===== src/rtl/memory_arbiter.sv =====
// Two-port request/response arbiter sharing one downstream memory channel, with an
// order FIFO for in-order response routing. Define ROUND_ROBIN_EN for round-robin contention.
module memory_arbiter #(
  parameter int ADDR_WIDTH      = 30,
  parameter int DATA_WIDTH      = 32,
  parameter int MAX_OUTSTANDING = 4
) (
  input  logic                  clk_i,
  input  logic                  reset_ni,
  input  logic [ADDR_WIDTH-1:0] m0_req_addr_i,
  input  logic                  m0_req_valid_i,
  output logic                  m0_req_ready_o,
  output logic [ADDR_WIDTH-1:0] m0_resp_addr_o,
  output logic [DATA_WIDTH-1:0] m0_resp_data_o,
  output logic                  m0_resp_valid_o,
  input  logic                  m0_resp_ready_i,
  input  logic [ADDR_WIDTH-1:0] m1_req_addr_i,
  input  logic                  m1_req_valid_i,
  output logic                  m1_req_ready_o,
  output logic [ADDR_WIDTH-1:0] m1_resp_addr_o,
  output logic [DATA_WIDTH-1:0] m1_resp_data_o,
  output logic                  m1_resp_valid_o,
  input  logic                  m1_resp_ready_i,
  output logic [ADDR_WIDTH-1:0] s_req_addr_o,
  output logic                  s_req_valid_o,
  input  logic                  s_req_ready_i,
  input  logic [ADDR_WIDTH-1:0] s_resp_addr_i,
  input  logic [DATA_WIDTH-1:0] s_resp_data_i,
  input  logic                  s_resp_valid_i,
  output logic                  s_resp_ready_o
);
  localparam int PTR_W = $clog2(MAX_OUTSTANDING);
  localparam int CNT_W = PTR_W + 1;

  logic             lock_vld;
  logic             lock_port;
  logic [PTR_W-1:0] wr_ptr;
  logic [PTR_W-1:0] rd_ptr;
  logic [CNT_W-1:0] count;
  logic             order_mem [MAX_OUTSTANDING];

  logic fifo_full;
  logic fifo_empty;
  logic both_req;
  logic fav_port;
  logic grant_port;
  logic grant_req;
  logic req_accept;
  logic head_port;
  logic resp_route;
  logic resp_accept;

  assign fifo_full  = (count == CNT_W'(MAX_OUTSTANDING));
  assign fifo_empty = (count == '0);
  assign both_req   = m0_req_valid_i && m1_req_valid_i;

`ifdef ROUND_ROBIN_EN
  logic rr_ptr;

  // Favoured port flips only when an accept resolved real contention.
  always_ff @(posedge clk_i or negedge reset_ni) begin
    if (!reset_ni) begin
      rr_ptr <= 1'b0;
    end else if (req_accept && both_req) begin
      rr_ptr <= ~grant_port;
    end
  end

  assign fav_port = rr_ptr;
`else
  assign fav_port = 1'b1;
`endif

  always_comb begin
    grant_port = 1'b0;
    if (lock_vld) begin
      grant_port = lock_port;
    end else if (both_req) begin
      grant_port = fav_port;
    end else begin
      grant_port = m1_req_valid_i;
    end
    grant_req = grant_port ? m1_req_valid_i : m0_req_valid_i;
  end

  // Request path: purely combinational mux of the granted port.
  assign s_req_valid_o  = reset_ni && grant_req && !fifo_full;
  assign s_req_addr_o   = !s_req_valid_o ? '0 :
                          (grant_port ? m1_req_addr_i : m0_req_addr_i);
  assign req_accept     = s_req_valid_o && s_req_ready_i;
  assign m0_req_ready_o = req_accept && !grant_port;
  assign m1_req_ready_o = req_accept && grant_port;

  // Response path: the oldest outstanding owner steers the downstream response.
  assign head_port       = order_mem[rd_ptr];
  assign resp_route      = reset_ni && !fifo_empty;
  assign s_resp_ready_o  = resp_route && (head_port ? m1_resp_ready_i : m0_resp_ready_i);
  assign m0_resp_valid_o = resp_route && s_resp_valid_i && !head_port;
  assign m1_resp_valid_o = resp_route && s_resp_valid_i && head_port;
  assign m0_resp_addr_o  = m0_resp_valid_o ? s_resp_addr_i : '0;
  assign m0_resp_data_o  = m0_resp_valid_o ? s_resp_data_i : '0;
  assign m1_resp_addr_o  = m1_resp_valid_o ? s_resp_addr_i : '0;
  assign m1_resp_data_o  = m1_resp_valid_o ? s_resp_data_i : '0;
  assign resp_accept     = s_resp_valid_i && s_resp_ready_o;

  always_ff @(posedge clk_i or negedge reset_ni) begin
    if (!reset_ni) begin
      lock_vld  <= 1'b0;
      lock_port <= 1'b0;
      wr_ptr    <= '0;
      rd_ptr    <= '0;
      count     <= '0;
    end else begin
      // A stalled forward holds the grant; a lock never coexists with a push.
      lock_vld <= s_req_valid_o && !s_req_ready_i;
      if (s_req_valid_o && !s_req_ready_i) begin
        lock_port <= grant_port;
      end
      if (req_accept) begin
        wr_ptr <= wr_ptr + PTR_W'(1);
      end
      if (resp_accept) begin
        rd_ptr <= rd_ptr + PTR_W'(1);
      end
      case ({req_accept, resp_accept})
        2'b10:   count <= count + CNT_W'(1);
        2'b01:   count <= count - CNT_W'(1);
        default: count <= count;
      endcase
    end
  end

  always_ff @(posedge clk_i) begin
    if (req_accept) begin
      order_mem[wr_ptr] <= grant_port;
    end
  end
endmodule


===== config.mk =====
export PLATFORM = sky130hd
export DESIGN_NAME = memory_arbiter
export DESIGN_NICKNAME = d
export VERILOG_FILES = /design/src/rtl/memory_arbiter.sv
export SDC_FILE = /design/constraint.sdc
export NUM_CORES = 1
export LEC_CHECK = 0
export CORE_AREA = 2 2 112 114
export DETAILED_ROUTE_END_ITERATION = 16
export DIE_AREA = 0 0 114 116
export PLACE_DENSITY_LB_ADDON = 0.08
export SKIP_CTS_REPAIR_TIMING = 1
export SYNTH_ARGS = -nofsm -noshare
export SYNTH_HDL_FRONTEND = slang
export SYNTH_SLANG_ARGS = --single-unit
export TNS_END_PERCENT = 100

===== constraint.sdc =====
create_clock -name clk_i -period 3 [get_ports clk_i]
set_input_delay 0.6 -clock clk_i [delete_from_list [all_inputs] [get_ports clk_i]]
set_output_delay 0.6 -clock clk_i [all_outputs]
set_load 0.03 [all_outputs]

After elaboration in Yosys (flattened, before gate mapping):

Memory sizes are Yosys's and may differ from the RTL's.
Cells that the tools add are included.

* add/sub/neg operators: 4
* equality and inequality tests: 3
* muxes and demuxes: 13
* reductions and logical operators: 20

Operator list (count)
* two-way mux 30 bit: 4
* two-way mux 32 bit: 2
* logical AND 1 bit: 13
* two-way mux 1 bit: 6
* case mux 3 bit (2 select lines): 1
* logical NOT 1 bit: 5
* adder 2 x 1 -> 2 bit, second input constant: 2
* adder 3 x 1 -> 3 bit, second input constant: 1
* == test 3 bit, second input constant: 1
* logical NOT 3 bit: 1
* subtractor 3 x 1 -> 3 bit, second input constant: 1
* == test 2 x 1 -> 1 bit, second input constant: 1
* == test 2 bit, second input constant: 1
* nonzero test 2 bit: 1

* register bits after elaboration: 9
* memory bits (writable): 4
* bits of input ports: 130
* logic and storage cells: 46
* memories: 1

Memory list
* order_mem: depth 4, width 1, rd ports 1, clocked after Yosys merged registers in 0, wr ports 1, RTL line 40 `logic order_mem [MAX_OUTSTANDING];`

Logic depth before layout (Yosys ltp):

Gate-level depths: netlist of the first run.

* word-level depth: 9
* gate-level depth with buffers: 10

Least setup slack after synthesis of the first run:

Ideal clock, no wire load.

* path type: input -> output
* start: input port m0_req_valid_i
* end: output port s_req_addr_o[21]
* data arrival time: 1.786 ns
* required time: 2.400 ns
* setup slack: 0.614 ns
* cell stages on the path: 6
* buffers on the path: 2
* path through: a21boi_1 o2bb2ai_1 or2_1 clkbuf_1 buf_2 a21oi_1

* longest elaborated chain between the ends: 7

Ends and longest elaborated chain
* from (decl): RTL line 11 `input logic m0_req_valid_i,`
* logical AND 1 bit: RTL line 55 `assign both_req = m0_req_valid_i && m1_req_valid_i;`
* two-way mux 1 bit: RTL line 78 `end else if (both_req) begin`
* two-way mux 1 bit: RTL line 76 `if (lock_vld) begin`
* two-way mux 1 bit: RTL line 83 `grant_req = grant_port ? m1_req_valid_i : m0_req_valid_i;`
* logical AND 1 bit (2 in a row): RTL line 87 `assign s_req_valid_o = reset_ni && grant_req && !fifo_full;`
* two-way mux 30 bit (*): RTL line 88 `assign s_req_addr_o = !s_req_valid_o ? '0 :`
* to (decl): RTL line 24 `output logic [ADDR_WIDTH-1:0] s_req_addr_o,`

Every way passes the cells marked *; elsewhere a longest branch is shown, timed or not.

Worst setup path in the final report of the first run:

* start: input port m0_req_valid_i
* end: output port s_req_addr_o[8]

Same word-level chain as after synthesis.

==> results of run 1 <==
==> registers in the layout (all words and copies together) (netlist names) <==
signal	cells
count	3
lock_port	1
rd_ptr	2
lock_vld	1
order_mem	4
wr_ptr	2
==> power by group through the flow <==
stage | sequential [mW] | combinational (mW) | clock (mW)
2_1_floorplan | 0.304 | 1.33 | 0
3_3_place_gp | 0.320 | 2.07 | 0
3_5_place_dp | 0.321 | 2.07 | 0
4_1_cts | 0.319 | 2.07 | 0.256
5_1_grt | 0.329 | 2.21 | 0.266
6_report | 0.319 | 2.05 | 0.249
==> cell usage after synthesis, drive strengths merged <==
master / count
nand2: 124
o2bb2ai: 1
or2: 2
a32o: 1
and3: 1
dfrtp: 9
fa: 1
mux2: 4
xnor2: 3
and2: 4
a21boi: 1
inv: 10
a21oi: 31
o31ai: 2
mux2i: 6
xor2: 2
nor2: 137
buf: 23
nand3: 1
clkbuf: 6
ha: 5
o31a: 1
o311ai: 1
edfxtp: 4
==> final timing paths <==
kind | from | to | cells after the start
min reg2reg | rd_ptr[1] | rd_ptr[1] | 1
min | rd_ptr[1] | rd_ptr[1] | 1
max reg2reg | rd_ptr[1] | count[2] | 10
max | m0_req_valid_i | s_req_addr_o[8] | 7
max in group asynchronous | reset_ni | wr_ptr[1] | 2
min in group asynchronous | reset_ni | rd_ptr[0] | 2
==> final cells by class <==
type	instances	area (sq um)
fillers	1264	7110
well taps	147	184
repair buffers	301	2660
inverters	10	37.5
clock buffers	4	78.8
multi-input cells	328	1500
flip-flops and latches	13	345
==> routing by layer <==
layer,track usage [%],up-vias,wire [microns]
met2,30.9,185,6180
met1,16.5,1522,4190
li1,-,1724,-
met4,3.01,0,216
met5,0,-,0
met3,4.13,20,1020
==> metrics by stage <==
step	power [mW]	hold slack, ps	area (sq um)	std cells	setup slack (ps)
global route	2.81	579	4800	803	79.0
finish	2.62	537	4800	803	247
floorplan	1.64	304	2050	380	614
detailed placement	2.39	530	4720	799	219
global placement	2.39	544	4720	799	269
CTS	2.65	536	4800	803	229
==> cell families after synthesis <==
family	Yosys count	synth area share, %
simple gates	269	50.3
compound gates	38	10.4
fa+ha+maj	6	4.03
flops	13	16.9
mux	10	5.74
buf+inv	39	10.5
xor+xnor	5	2.14
==> summary.txt, run 1 <==
==================================================================================
# H-tree levels                                                                  1
WS Path Type                                                          primary input to output port
Signed area change from the synthesized netlist to the final layout           134%
Post-detailed-route via-to-cell ratio                                         4.30
Mean area per synthesized cell                                          5.39 sq um
Setup TNS Final                                                               0 ps
Post-Route Skew                                                            1.60 ps
Largest area contributor in the synthesized netlist                   sky130_fd_sc_hd__nor2_1
Via count                                                                     3451
Clock-pin transition on the worst setup and hold timing paths                40 ps
Synthesized instance count                                                     380
Most common cell after layout, fill and taps aside                    sky130_fd_sc_hd__buf_4
Starting Density                                                             17.2%
Result of the run                                                     complete, no violations
DRT iter0 DRCs                                                                 125
Hold Fails Final Rpt                                                             0
Total wire length after detailed routing                                   11.6 mm
Worst min path class                                                  register to register
Max IR drop VDD                                                           0.312 mV
Global placement routability congestion                                      0.864
Switching component of the power                                           1.42 mW
TritonCTS clock tree                                                           yes
Commonest non-fill, non-tap cells in the layout                       sky130_fd_sc_hd__buf_4 (166), sky130_fd_sc_hd__nor2_1 (136), sky130_fd_sc_hd__clkdlybuf4s50_1 (129)
Ports placed on the boundary                                                   290
DRC errors left                                                                  0
Leakage dissipation                                                        2.36 nW
Number of global-route vias before repair                                     3115
Sequential group share of total power                                        12.2%
Layout Nets                                                                    793
Horizontal extent of the die                                           114 microns
Fraction of post-synthesis cell area in the top cell type by area            24.9%
Logic pwr share                                                              78.3%
CP Data Required Time                                                      2400 ps
Cell at the root of the clock tree                                    sky130_fd_sc_hd__clkbuf_16
Post-layout utilization of the core                                          40.3%
Clock group share of total power                                              9.5%
Internal power consumption                                                 1.20 mW
Number of flip-flops and latches in the synthesized netlist                     13
Worst relative slew slack                                                    56.9%
Top cells by area in the synthesized netlist                          sky130_fd_sc_hd__nor2_1 (25%), sky130_fd_sc_hd__nand2_1 (23%), sky130_fd_sc_hd__dfrtp_1 (11%), sky130_fd_sc_hd__a21oi_1 (7.6%), sky130_fd_sc_hd__edfxtp_1 (5.9%)
Least-Margin Pin Slew                                                       646 ps
GR Overflow Total                                                                0
Maximum buffer depth of the clock tree                                           2
Flop2flop setup slack                                                       690 ps
Netlist area before placement                                           2050 sq um
Fraction of layout instances using a drive strength above 1                  27.7%
Register area share after synthesis                                          16.8%
Power per cell area                                                    546 nW/um^2
Unrepaired setup endpoints after global routing                                 no
PortBufs                                                                       289
Post-route clock period utilization                                          91.8%
Antenna Diode Count                                                              0
Clock net sink count                                                            13
Finish-stage setup viols                                                         0
Max-slew violation total from the final report                                   0
Slowest cell on the critical path                                     sky130_fd_sc_hd__clkdlybuf4s50_1
Maximum single-stage delay on the critical path                             520 ps
First-pass GRT wire length                                                 16.4 mm
Highest clock rate                                                         363 MHz
Cell-by-cell listing of the critical path                             clkdlybuf4s50_1, a21boi_1, o2bb2ai_1, or2_1, buf_12, a21oi_1, buf_4
Time the final worst path needs with I/O delays and setup                  2750 ps
Clock insertion delay at the later pin of the skew report                   240 ps
All-Layer GR Usage                                                           15.6%
Critical-path maximum fanout                                                    32
Maximum Capacitance Violations                                                   0
Arrival time of the worst setup path                                       2150 ps
Sw frac                                                                      54.2%
Type of origin of the critical path                                   primary input
Number of nets with antenna violations after routing                             0
Final HPWL from detailed placement                                         9.65 mm
Placeable core region                                                  11900 sq um
Floorplan die area                                                     13200 sq um
Die H                                                                  116 microns
Worst Setup End Kind                                                   output port
Syn nets                                                                       516
Std cell rows                                                                   40
Routed wirelength normalized by instance count                        14.5 microns
Number of synthesis warnings                                                     0
Pin count of the biggest net entering global routing                            64
Count of distinct cell types in the synthesized netlist                         30
Antenna violations before repair                                                 0
Inserted Clock Buffers                                                           3
CP top delay family                                                   buffers and inverters
Buf/Inv on CP                                                                    3
Pre-Repair DR Iteration Count                                                    4
==================================================================================
(Power assumes the default switching activity.)
==> run 2: changes to the inputs <==
--- a/config.mk
+++ b/config.mk
@@ -5,9 +5,10 @@
 export SDC_FILE = /design/constraint.sdc
 export NUM_CORES = 1
 export LEC_CHECK = 0
-export CORE_AREA = 2 2 112 114
+export ABC_AREA = 1
+export CORE_AREA = 2 2 114 116
 export DETAILED_ROUTE_END_ITERATION = 16
-export DIE_AREA = 0 0 114 116
+export DIE_AREA = 0 0 116 118
 export PLACE_DENSITY_LB_ADDON = 0.08
 export SKIP_CTS_REPAIR_TIMING = 1
 export SYNTH_ARGS = -nofsm -noshare
==> summary.txt, run 2 <==
==================================================================================
Result of the run                                                     complete, no violations
CP Data Required Time                                                      2400 ps
Tot Pwr                                                                    2.50 mW
Max IR drop VDD                                                           0.227 mV
Synth Area in XOR/XNOR                                                       1.59%
Horizontal extent of the die                                           116 microns
Post-detailed-route via-to-cell ratio                                         3.86
TritonCTS clock tree                                                           yes
End point of the most critical hold path                                  count[0]
Leading cell type by number of instances after synthesis              sky130_fd_sc_hd__nand2_1
Sequential group share of total power                                        11.9%
Pin count of the biggest net entering global routing                            35
FF-to-FF End                                                              count[2]
Antenna violations before repair                                                 0
Final HPWL from detailed placement                                         9.35 mm
Sw frac                                                                      52.4%
Syn nets                                                                       534
Hold Fails Final Rpt                                                             0
Largest reg by FF count                                                  order_mem
Pre-CTS setup slack                                                         109 ps
Via count                                                                     3290
Register area share after synthesis                                          15.6%
DRC errors left                                                                  0
Time the final worst path needs with I/O delays and setup                  2820 ps
Async set-or-reset flop fraction in the synthesized netlist                  69.2%
Clock insertion delay at the later pin of the skew report                   240 ps
Signed area change from the synthesized netlist to the final layout           132%
Inserted Clock Buffers                                                           3
Highest clock rate                                                         354 MHz
Leakage dissipation                                                        2.72 nW
Ports placed on the boundary                                                   290
Crit Reg-Reg Startpoint                                                  rd_ptr[0]
Max-slew violation total from the final report                                   0
Setup TNS Final                                                               0 ps
Worst Setup End Kind                                                   output port
Fraction of layout instances using a drive strength above 1                  36.4%
Arrival time of the worst setup path                                       2220 ps
Synthesized instance count                                                     398
Regs by FF count                                                      order_mem (4), count (3)
Cell-by-cell listing of the critical path                             clkdlybuf4s50_1, inv_1, a21oi_2, nand2_2, nor2_4, inv_2, buf_12, nor2_2, buf_12
Largest family of logic cells by synthesized area                     simple AND/OR/NAND/NOR gates
PortBufs                                                                       289
Cell at the root of the clock tree                                    sky130_fd_sc_hd__clkbuf_16
Flop2flop setup slack                                                       780 ps
Mux cell area share after synthesis                                             0%
Logic pwr share                                                              78.1%
Post-synthesis compound-gate area fraction                                   8.56%
Number of global-route vias before repair                                     3189
Worst min path class                                                  register to register
Post-synthesis adder-cell area fraction                                      3.74%
GR Overflow Total                                                                0
Largest area contributor in the synthesized netlist                   sky130_fd_sc_hd__nor2_2
Most common cell after layout, fill and taps aside                    sky130_fd_sc_hd__buf_4
Mean area per synthesized cell                                          5.55 sq um
Critical-path maximum fanout                                                    29
Number of flip-flops and latches in the synthesized netlist                     13
Maximum Capacitance Violations                                                   0
Post-Synth Simple-Gate Area                                                  47.6%
Hold wc startpoint                                                        count[0]
DRT iter0 DRCs                                                                 100
Switching component of the power                                           1.31 mW
Count of distinct cell types in the synthesized netlist                         23
Starting Density                                                             17.8%
Power per cell area                                                    488 nW/um^2
Slowest cell on the critical path                                     sky130_fd_sc_hd__clkdlybuf4s50_1
Global placement routability congestion                                      0.854
Number of synthesis warnings                                                     0
First-pass GRT wire length                                                 16.1 mm
Fraction of post-synthesis cell area in the top cell type by area            17.9%
Number of flops mapped to enable cells by yosys                                  4
Maximum single-stage delay on the critical path                             480 ps
Unrepaired setup endpoints after global routing                                 no
Netlist area before placement                                           2210 sq um
Placeable core region                                                  12400 sq um
Floorplan die area                                                     13700 sq um
Internal power consumption                                                 1.19 mW
Worst Hold Depth                                                                 1
Antenna Diode Count                                                              0
Post-layout utilization of the core                                          41.2%
Std cell rows                                                                   41
Dominant register cell in the synthesized netlist                     sky130_fd_sc_hd__dfrtp_1
All-Layer GR Usage                                                           14.6%
Post-Route Skew                                                            2.51 ps
Library cell appearing most often on the critical path                sky130_fd_sc_hd__buf_12
Maximum buffer depth of the clock tree                                           2
Layout Nets                                                                    818
Max FFs per register                                                             4
Type of origin of the critical path                                   primary input
Buf/Inv on CP                                                                    5
Depth of the worst register-to-register path                                    13
Commonest non-fill, non-tap cells in the layout                       sky130_fd_sc_hd__buf_4 (154), sky130_fd_sc_hd__clkdlybuf4s50_1 (129), sky130_fd_sc_hd__nand2_1 (84)
Total wire length after detailed routing                                   10.7 mm
Finish-stage setup viols                                                         0
Die H                                                                  118 microns
Clock group share of total power                                             10.0%
Top cells by area in the synthesized netlist                          sky130_fd_sc_hd__nor2_2 (18%), sky130_fd_sc_hd__nand2_1 (14%), sky130_fd_sc_hd__inv_1 (14%), sky130_fd_sc_hd__nor2_1 (12%), sky130_fd_sc_hd__dfrtp_1 (10%)
Routed wirelength normalized by instance count                        12.5 microns
Post-route clock period utilization                                          94.1%
Least-Margin Pin Slew                                                       354 ps
# H-tree levels                                                                  1
CP top delay family                                                   buffers and inverters
WS Path Type                                                          primary input to output port
Clock-pin transition on the worst setup and hold timing paths                40 ps
Pre-Repair DR Iteration Count                                                    4
Worst relative slew slack                                                    76.3%
Final-layout fill cell count                                                  1318
Most numerous cell types in the synthesized netlist                   sky130_fd_sc_hd__nand2_1 (85), sky130_fd_sc_hd__inv_1 (83), sky130_fd_sc_hd__nor2_1 (71), sky130_fd_sc_hd__nor2_2 (63), sky130_fd_sc_hd__a21oi_1 (32)
Final WS setup                                                              178 ps
Number of nets with antenna violations after routing                             0
Clock net sink count                                                            13
==================================================================================
[run 2: changes by cell type in the layout (fill, tap and decap cells not counted), sizes merged, moves of 2 or more]
cell / delta
a21oi: +2
and2: -4
inv: +78
mux2: -4
mux2i: -6
nand2: -38
nand3: +5
o21ai: +4
o31ai: -2
or2: -2
xnor2: -2
[run 2: power by group through the flow]
stage / clock, mW / sequential, mW / combinational (mW)
floorplan: 0 / 0.289 / 1.20
global placement: 0 / 0.300 / 1.97
detailed placement: 0 / 0.301 / 1.97
CTS: 0.259 / 0.299 / 1.98
global route: 0.263 / 0.307 / 2.11
finish: 0.249 / 0.298 / 1.95
[run 2: kinds of logic after synthesis]
logic type	count (synthesis)
flip-flops	13
adder cells (fa/ha/maj)	6
buffers and inverters	109
AND/OR/NAND/NOR	229
AO/OA/AOI/OAI	37
XOR/XNOR	4
[run 2: worst max-delay path by stage]
stage,start,endpoint,cells past startpoint
after detailed placement,reset_ni,m0_resp_data_o[9],9
after floorplan,reset_ni,m1_resp_addr_o[0],7
after global routing,reset_ni,m0_resp_data_o[9],9
final,reset_ni,m0_resp_data_o[9],9
after CTS,reset_ni,m0_resp_data_o[9],9
after global placement,reset_ni,m0_resp_data_o[1],9
[run 2: through the flow]
step | area, sq um | std cells | hold WS (ps)
after floorplan | 2210 | 398 | 304
after global placement | 5040 | 849 | 487
after detailed placement | 5040 | 849 | 494
after CTS | 5120 | 853 | 504
after global routing | 5120 | 853 | 532
final | 5120 | 853 | 501
[run 2: cell type report]
| class | instances | area, sq um | area share (%) |
|---|---|---|---|
| inverters | 88 | 333 | 6.50 |
| clock buffers | 4 | 78.8 | 1.54 |
| flip-flops and latches | 13 | 345 | 6.75 |
| well taps | 172 | 215 | 4.20 |
| repair buffers | 300 | 2790 | 54.5 |
| multi-input cells | 276 | 1360 | 26.5 |
[run 2: layer usage]
| layer | up-vias | global-route usage, % | share of wire (%) |
|---|---|---|---|
| met4 | 0 | 2.16 | 1.1 |
| met5 | - | 0 | 0 |
| met1 | 1401 | 14.1 | 33 |
| met2 | 176 | 29.9 | 55 |
| met3 | 10 | 4.33 | 11 |
| li1 | 1703 | - | - |
==> run 3: changes to the inputs <==
--- a/config.mk
+++ b/config.mk
@@ -6,6 +6,7 @@
 export NUM_CORES = 1
 export LEC_CHECK = 0
 export ABC_AREA = 1
+export CAP_MARGIN = 5
 export CORE_AREA = 2 2 114 116
 export DETAILED_ROUTE_END_ITERATION = 16
 export DIE_AREA = 0 0 116 118
==> results of run 3 <==
Same layout as run 2: the final DEF is identical, and so are final timing and power.
==> RTL change 1, RTL diff (flow settings as in run 3) <==
The option `ROUND_ROBIN_EN` is turned on by a define.
--- a/src/rtl/memory_arbiter.sv
+++ b/src/rtl/memory_arbiter.sv
@@ -1,4 +1,6 @@
 // Two-port request/response arbiter sharing one downstream memory channel, with an
 // order FIFO for in-order response routing. Define ROUND_ROBIN_EN for round-robin contention.
+`define ROUND_ROBIN_EN
+
 module memory_arbiter #(
   parameter int ADDR_WIDTH      = 30,
Function: changed (Yosys sat finds a counterexample within 4 cycles, from zero or initial values and one cycle with reset_ni low).
==> RTL change 1 against run 3 <==
Sequential cell count rose by 1. Area after synthesis rose by 8.4%. Total power rose by 8.9%. Sequential power rose by 8.4%. Final area rose by 1.5%. Setup slack got worse by 67 ps. Wire length rose by 2.5%.
==> RTL change 1: results (changes against run 3) <==
# fillers 1328 (+0.76%); Post-synth top cells nor2_2, nand2_1, inv_1; root buffer cell clkbuf_16; Ys Warns 0 (unchanged); Worst-Skew Late Latency 240 ps (about the same); post-synthesis average cell area 5.86 um2 (+5.7%); clk_skew 1.68 ps (-0.826 ps); measured slew at the worst slew-check pin 437 ps (+82.7 ps); post-DP HPWL 9510 um (+1.7%); cell family with most CP delay buffers and inverters; sequential fraction of the synthesis area 15.5% (-0.17 points); CTS buffer count 3 (unchanged); post-DR vias/cell 3.86 (+0.19%); Avg WL per Cell 12.6 um (+0.53%); dpl cells 861 (+1.4%); first-pass GRT wire length 16300 um (+1.3%); All-Layer GR Usage 14.7% (+0.10 points); IR drop worst, VDD 0.000488 V (+120%); share of layout cells above drive strength 1 42.7% (+6.3 points); initial antenna violation count 4 (+4); Synth area leaders nor2_2, nand2_1, inv_1; syn nets 544 (+1.9%); DRT iter0 DRCs 96 (-4.0%); NetSw 1470 uW (+12%); Seq pwr share 11.9% (about the same); Worst-path clk slew 50 ps; slowest CP cell clkdlybuf4s50_1; status completed; CP max stage delay 520 ps (+40 ps); post-synth cell types 21 (-8.7%); Post-synth EDFFs 4 (unchanged); Hold Path Class reg2reg; GPL Wtd Cong 0.815 (-4.6%); DRT Pass-1 Iters 6 (+2); I/O Buffers 289 (unchanged); final WL 10900 um (+2.5%); ys async rst share 71.4% (+2.2 points); nets@finish 832 (+1.7%); Crit Path Max Fanout 62 (+110%); Leak 0.00272 uW (+0.28%); largest net degree at the start of global routing 63 (+80%); Arrival @ worst endpoint 2290 ps (+70 ps); Switching Fraction 54.0% (+1.6 points); vias in the first global route 3169 (-0.63%); Comb pwr share 79.1% (+1.0 points); clk buf depth 2 (unchanged); ys flop type dfrtp_1; placement-stage cell area 5090 um2 (+1.1%); largest registers order_mem x4, count x3; H-tree Lvls 1 (unchanged)
[RTL change 1: cell types whose count changed in the layout (fill, tap and decap cells not counted), moves of 2 or more]
cell     before  now
buf_4       154  169
diode_2       0    3
nand3_1       5    7
buf_12       17    6
nor2_1       71   26
nand2_1      84   92
nor2_2       63  110
nand2_2       2    0
[RTL change 1: kinds of logic after synthesis]
group	Yosys count	share of synthesized area (%)
compound gates	37	8.00
xor+xnor	3	1.10
fa+ha+maj	6	3.45
buf+inv	108	21.3
flops	14	15.5
simple gates	240	50.7
[RTL change 1: area by class of cell]
type / count / area, um2 / area share [%]
Clock buffer: 3 / 75.1 / 1.45
Sequential cell: 14 / 370 / 7.13
Timing Repair Buffer: 304 / 2680 / 51.6
Multi-Input combinational cell: 286 / 1510 / 29.1
Inverter: 87 / 330 / 6.36
Clock inverter: 1 / 3.75 / 0.0723
Antenna cell: 3 / 7.51 / 0.145
Tap cell: 172 / 215 / 4.14
[RTL change 1: through the flow]
step / setup slack (ps) / util, %
final: 111 / 41.8
after global routing: 1.50 / 41.8
after CTS: 126 / 41.7
after detailed placement: 128 / 41.0
after global placement: 142 / 41.0
after floorplan: 602 / -
[RTL change 1: final timing paths]
path / slack [ps] / endpoint / from / depth (start not counted)
worst max-delay path: 110 / m0_resp_addr_o[29] / reset_ni / 8
worst min-delay path: 500 / lock_port / lock_port / 2
worst max register to register: 790 / count[2] / rd_ptr[0] / 13
worst min register to register: 500 / lock_port / lock_port / 2
max in group asynchronous: 2170 / count[1] / reset_ni / 2
min in group asynchronous: 720 / fav_port / reset_ni / 2
[RTL change 1: layer usage]
layer / GRT usage [%] / up-vias / share of wire [%]
met3: 3.96 / 14 / 10
met2: 29.6 / 167 / 54
met4: 2.90 / 2 / 1.9
met1: 14.6 / 1427 / 34
li1: - / 1752 / -
met5: 0 / - / 0.12
==> RTL change 2, RTL diff (settings of run 3) <==
Made on the original files. The parameter `MAX_OUTSTANDING` goes from 4 to 8.
--- a/src/rtl/memory_arbiter.sv
+++ b/src/rtl/memory_arbiter.sv
@@ -4,5 +4,5 @@
   parameter int ADDR_WIDTH      = 30,
   parameter int DATA_WIDTH      = 32,
-  parameter int MAX_OUTSTANDING = 4
+  parameter int MAX_OUTSTANDING = 8
 ) (
   input  logic                  clk_i,
Check against the original RTL: not equivalent (Yosys sat finds a counterexample within 10 cycles, from zero or initial values and one cycle with reset_ni low).
==> RTL change 2 against run 3 <==
Sequential cell count rose by 7. Final cell count rose by 5.3%. Sequential share of layout area rose by 2.8 points. Combinational power rose by 23%. Wire length rose by 10%. Total power rose by 25%. Final area rose by 11%. Area after synthesis rose by 31%. Setup slack improved by 2.1 ps. Critical path type unchanged. Critical endpoint is now m0_resp_data_o[10]. Highest routed layer unchanged.
==> RTL change 2: results (changes against run 3) <==
post-synth cell types 25 (+8.7%); Synth area leaders nor2_4, nand2_1, inv_1; Detail Route met2 WL 6370 um (+8.9%); Worst-path clk slew 60 ps (+20 ps); Crit Path Max Fanout 62 (+110%); # fillers 1269 (-3.7%); share of layout cells above drive strength 1 35.3% (-1.2 points); Post-synth top cells nand2_1, inv_1, nor2_1; CP max stage delay 500 ps (+20 ps); Post-synth EDFFs 8 (+4); reg2reg end count[3]; WHS 533 ps (+31.9 ps); ys async rst share 60.0% (-9.2 points); RR Startpoint rd_ptr[0]; GPL Wtd Cong 0.854 (about the same); DRT Pass-1 Iters 4 (unchanged); worst-case reg-to-reg path depth 17 (+4); root buffer cell clkbuf_16; Worst-Skew Late Latency 250 ps; setup_tns 0 ps (unchanged); post-DP HPWL 10200 um (+9.1%); largest net degree at the start of global routing 63 (+80%); metal1 wirelength 4160 um (+19%); All-Layer GR Usage 15.6% (+1.0 points); first-pass GRT wire length 17100 um (+6.2%); Antenna diodes 0 (unchanged); slowest CP cell clkdlybuf4s50_1; nets@finish 863 (+5.5%); DRT iter0 DRCs 137 (+37%); vias post-DR 3572 (+8.6%); largest registers order_mem x8, count x4; HP Start count[0]; ys flop type dfrtp_1; IR drop worst, VDD 0.000334 V (+47%); clk buf depth 2 (unchanged); syn nets 578 (+8.2%); initial antenna violation count 0 (unchanged); CTS buffer count 3 (unchanged); vias in the first global route 3356 (+5.2%); clk_skew 3.12 ps (+0.613 ps); H-tree Lvls 1 (unchanged); max layer used met4; Leak 0.00291 uW (+6.9%); Arrival @ worst endpoint 2220 ps (about the same); status completed; Ys Warns 0 (unchanged); met3 WL 885 um (-26%); Hold Path Class reg2reg; sequential fraction of the synthesis area 18.7% (+3.0 points); Avg WL per Cell 13.1 um (+4.5%); hold depth 1 (unchanged); measured slew at the worst slew-check pin 507 ps (+152 ps); Hold Crit Endpoint count[0]; worst reg2reg setup slack 570 ps (-210 ps)
==> RTL change 2: how the worst max path moves through the flow <==
stage	from	to	cells after the start	slack (ps)
3_3_place_gp	reset_ni	m0_resp_data_o[10]	8	110
5_1_grt	reset_ni	m1_resp_data_o[19]	9	50
4_1_cts	reset_ni	m0_resp_data_o[10]	8	60
3_5_place_dp	reset_ni	m0_resp_data_o[10]	8	60
6_report	reset_ni	m0_resp_data_o[10]	8	180
2_1_floorplan	m1_req_valid_i	s_req_addr_o[0]	8	550
==> RTL change 2: metrics by stage <==
stage | cells | instance area [um2] | worst slack, ps
6_report | 898 | 5680 | 180
5_1_grt | 898 | 5680 | 49.7
3_5_place_dp | 894 | 5590 | 57.7
4_1_cts | 898 | 5670 | 56.6
2_1_floorplan | 442 | 2900 | 552
3_3_place_gp | 894 | 5590 | 109
==> RTL change 2: final cells by class <==
class	instances	area share, %
timing repair buffer	301	47.4
sequential	20	9.51
clock buffer	3	1.32
inverter	93	6.28
multi-input combinational	308	31.6
tap	172	3.79
clock inverter	1	0.0661
==> RTL change 2: logic make-up (layout without fill, tap and decap cells) <==
group | Yosys count | count (layout) | share of synthesized area, %
XOR/XNOR | 5 | 5 | 1.51
buffers and inverters | 114 | 398 | 19.7
AND/OR/NAND/NOR | 261 | 261 | 50.8
AO/OA/AOI/OAI | 36 | 36 | 6.48
adder cells (fa/ha/maj) | 6 | 6 | 2.85
flip-flops | 20 | 20 | 18.7
==> RTL change 2: metal layers <==
| layer | vias up | global-route usage (%) |
|---|---|---|
| li1 | 1856 | - |
| met3 | 20 | 2.83 |
| met4 | 0 | 4.46 |
| met2 | 163 | 31.3 |
| met1 | 1533 | 16.0 |
| met5 | - | 0 |
==> RTL change 2: critical path, delay by kind of cell <==
family	cells	cell delay [ps]
and+or+nand+nor	3	480
AOI/OAI and AO/OA	1	180
buffers and inverters	4	910
==> RTL change 2: where the power goes <==
part | leakage, uW | internal, uW | switching, uW
Sequential | 0.000218 | 368 | 80.9
Clock | 0.0000385 | 177 | 96.0
Combinational | 0.00265 | 895 | 1500
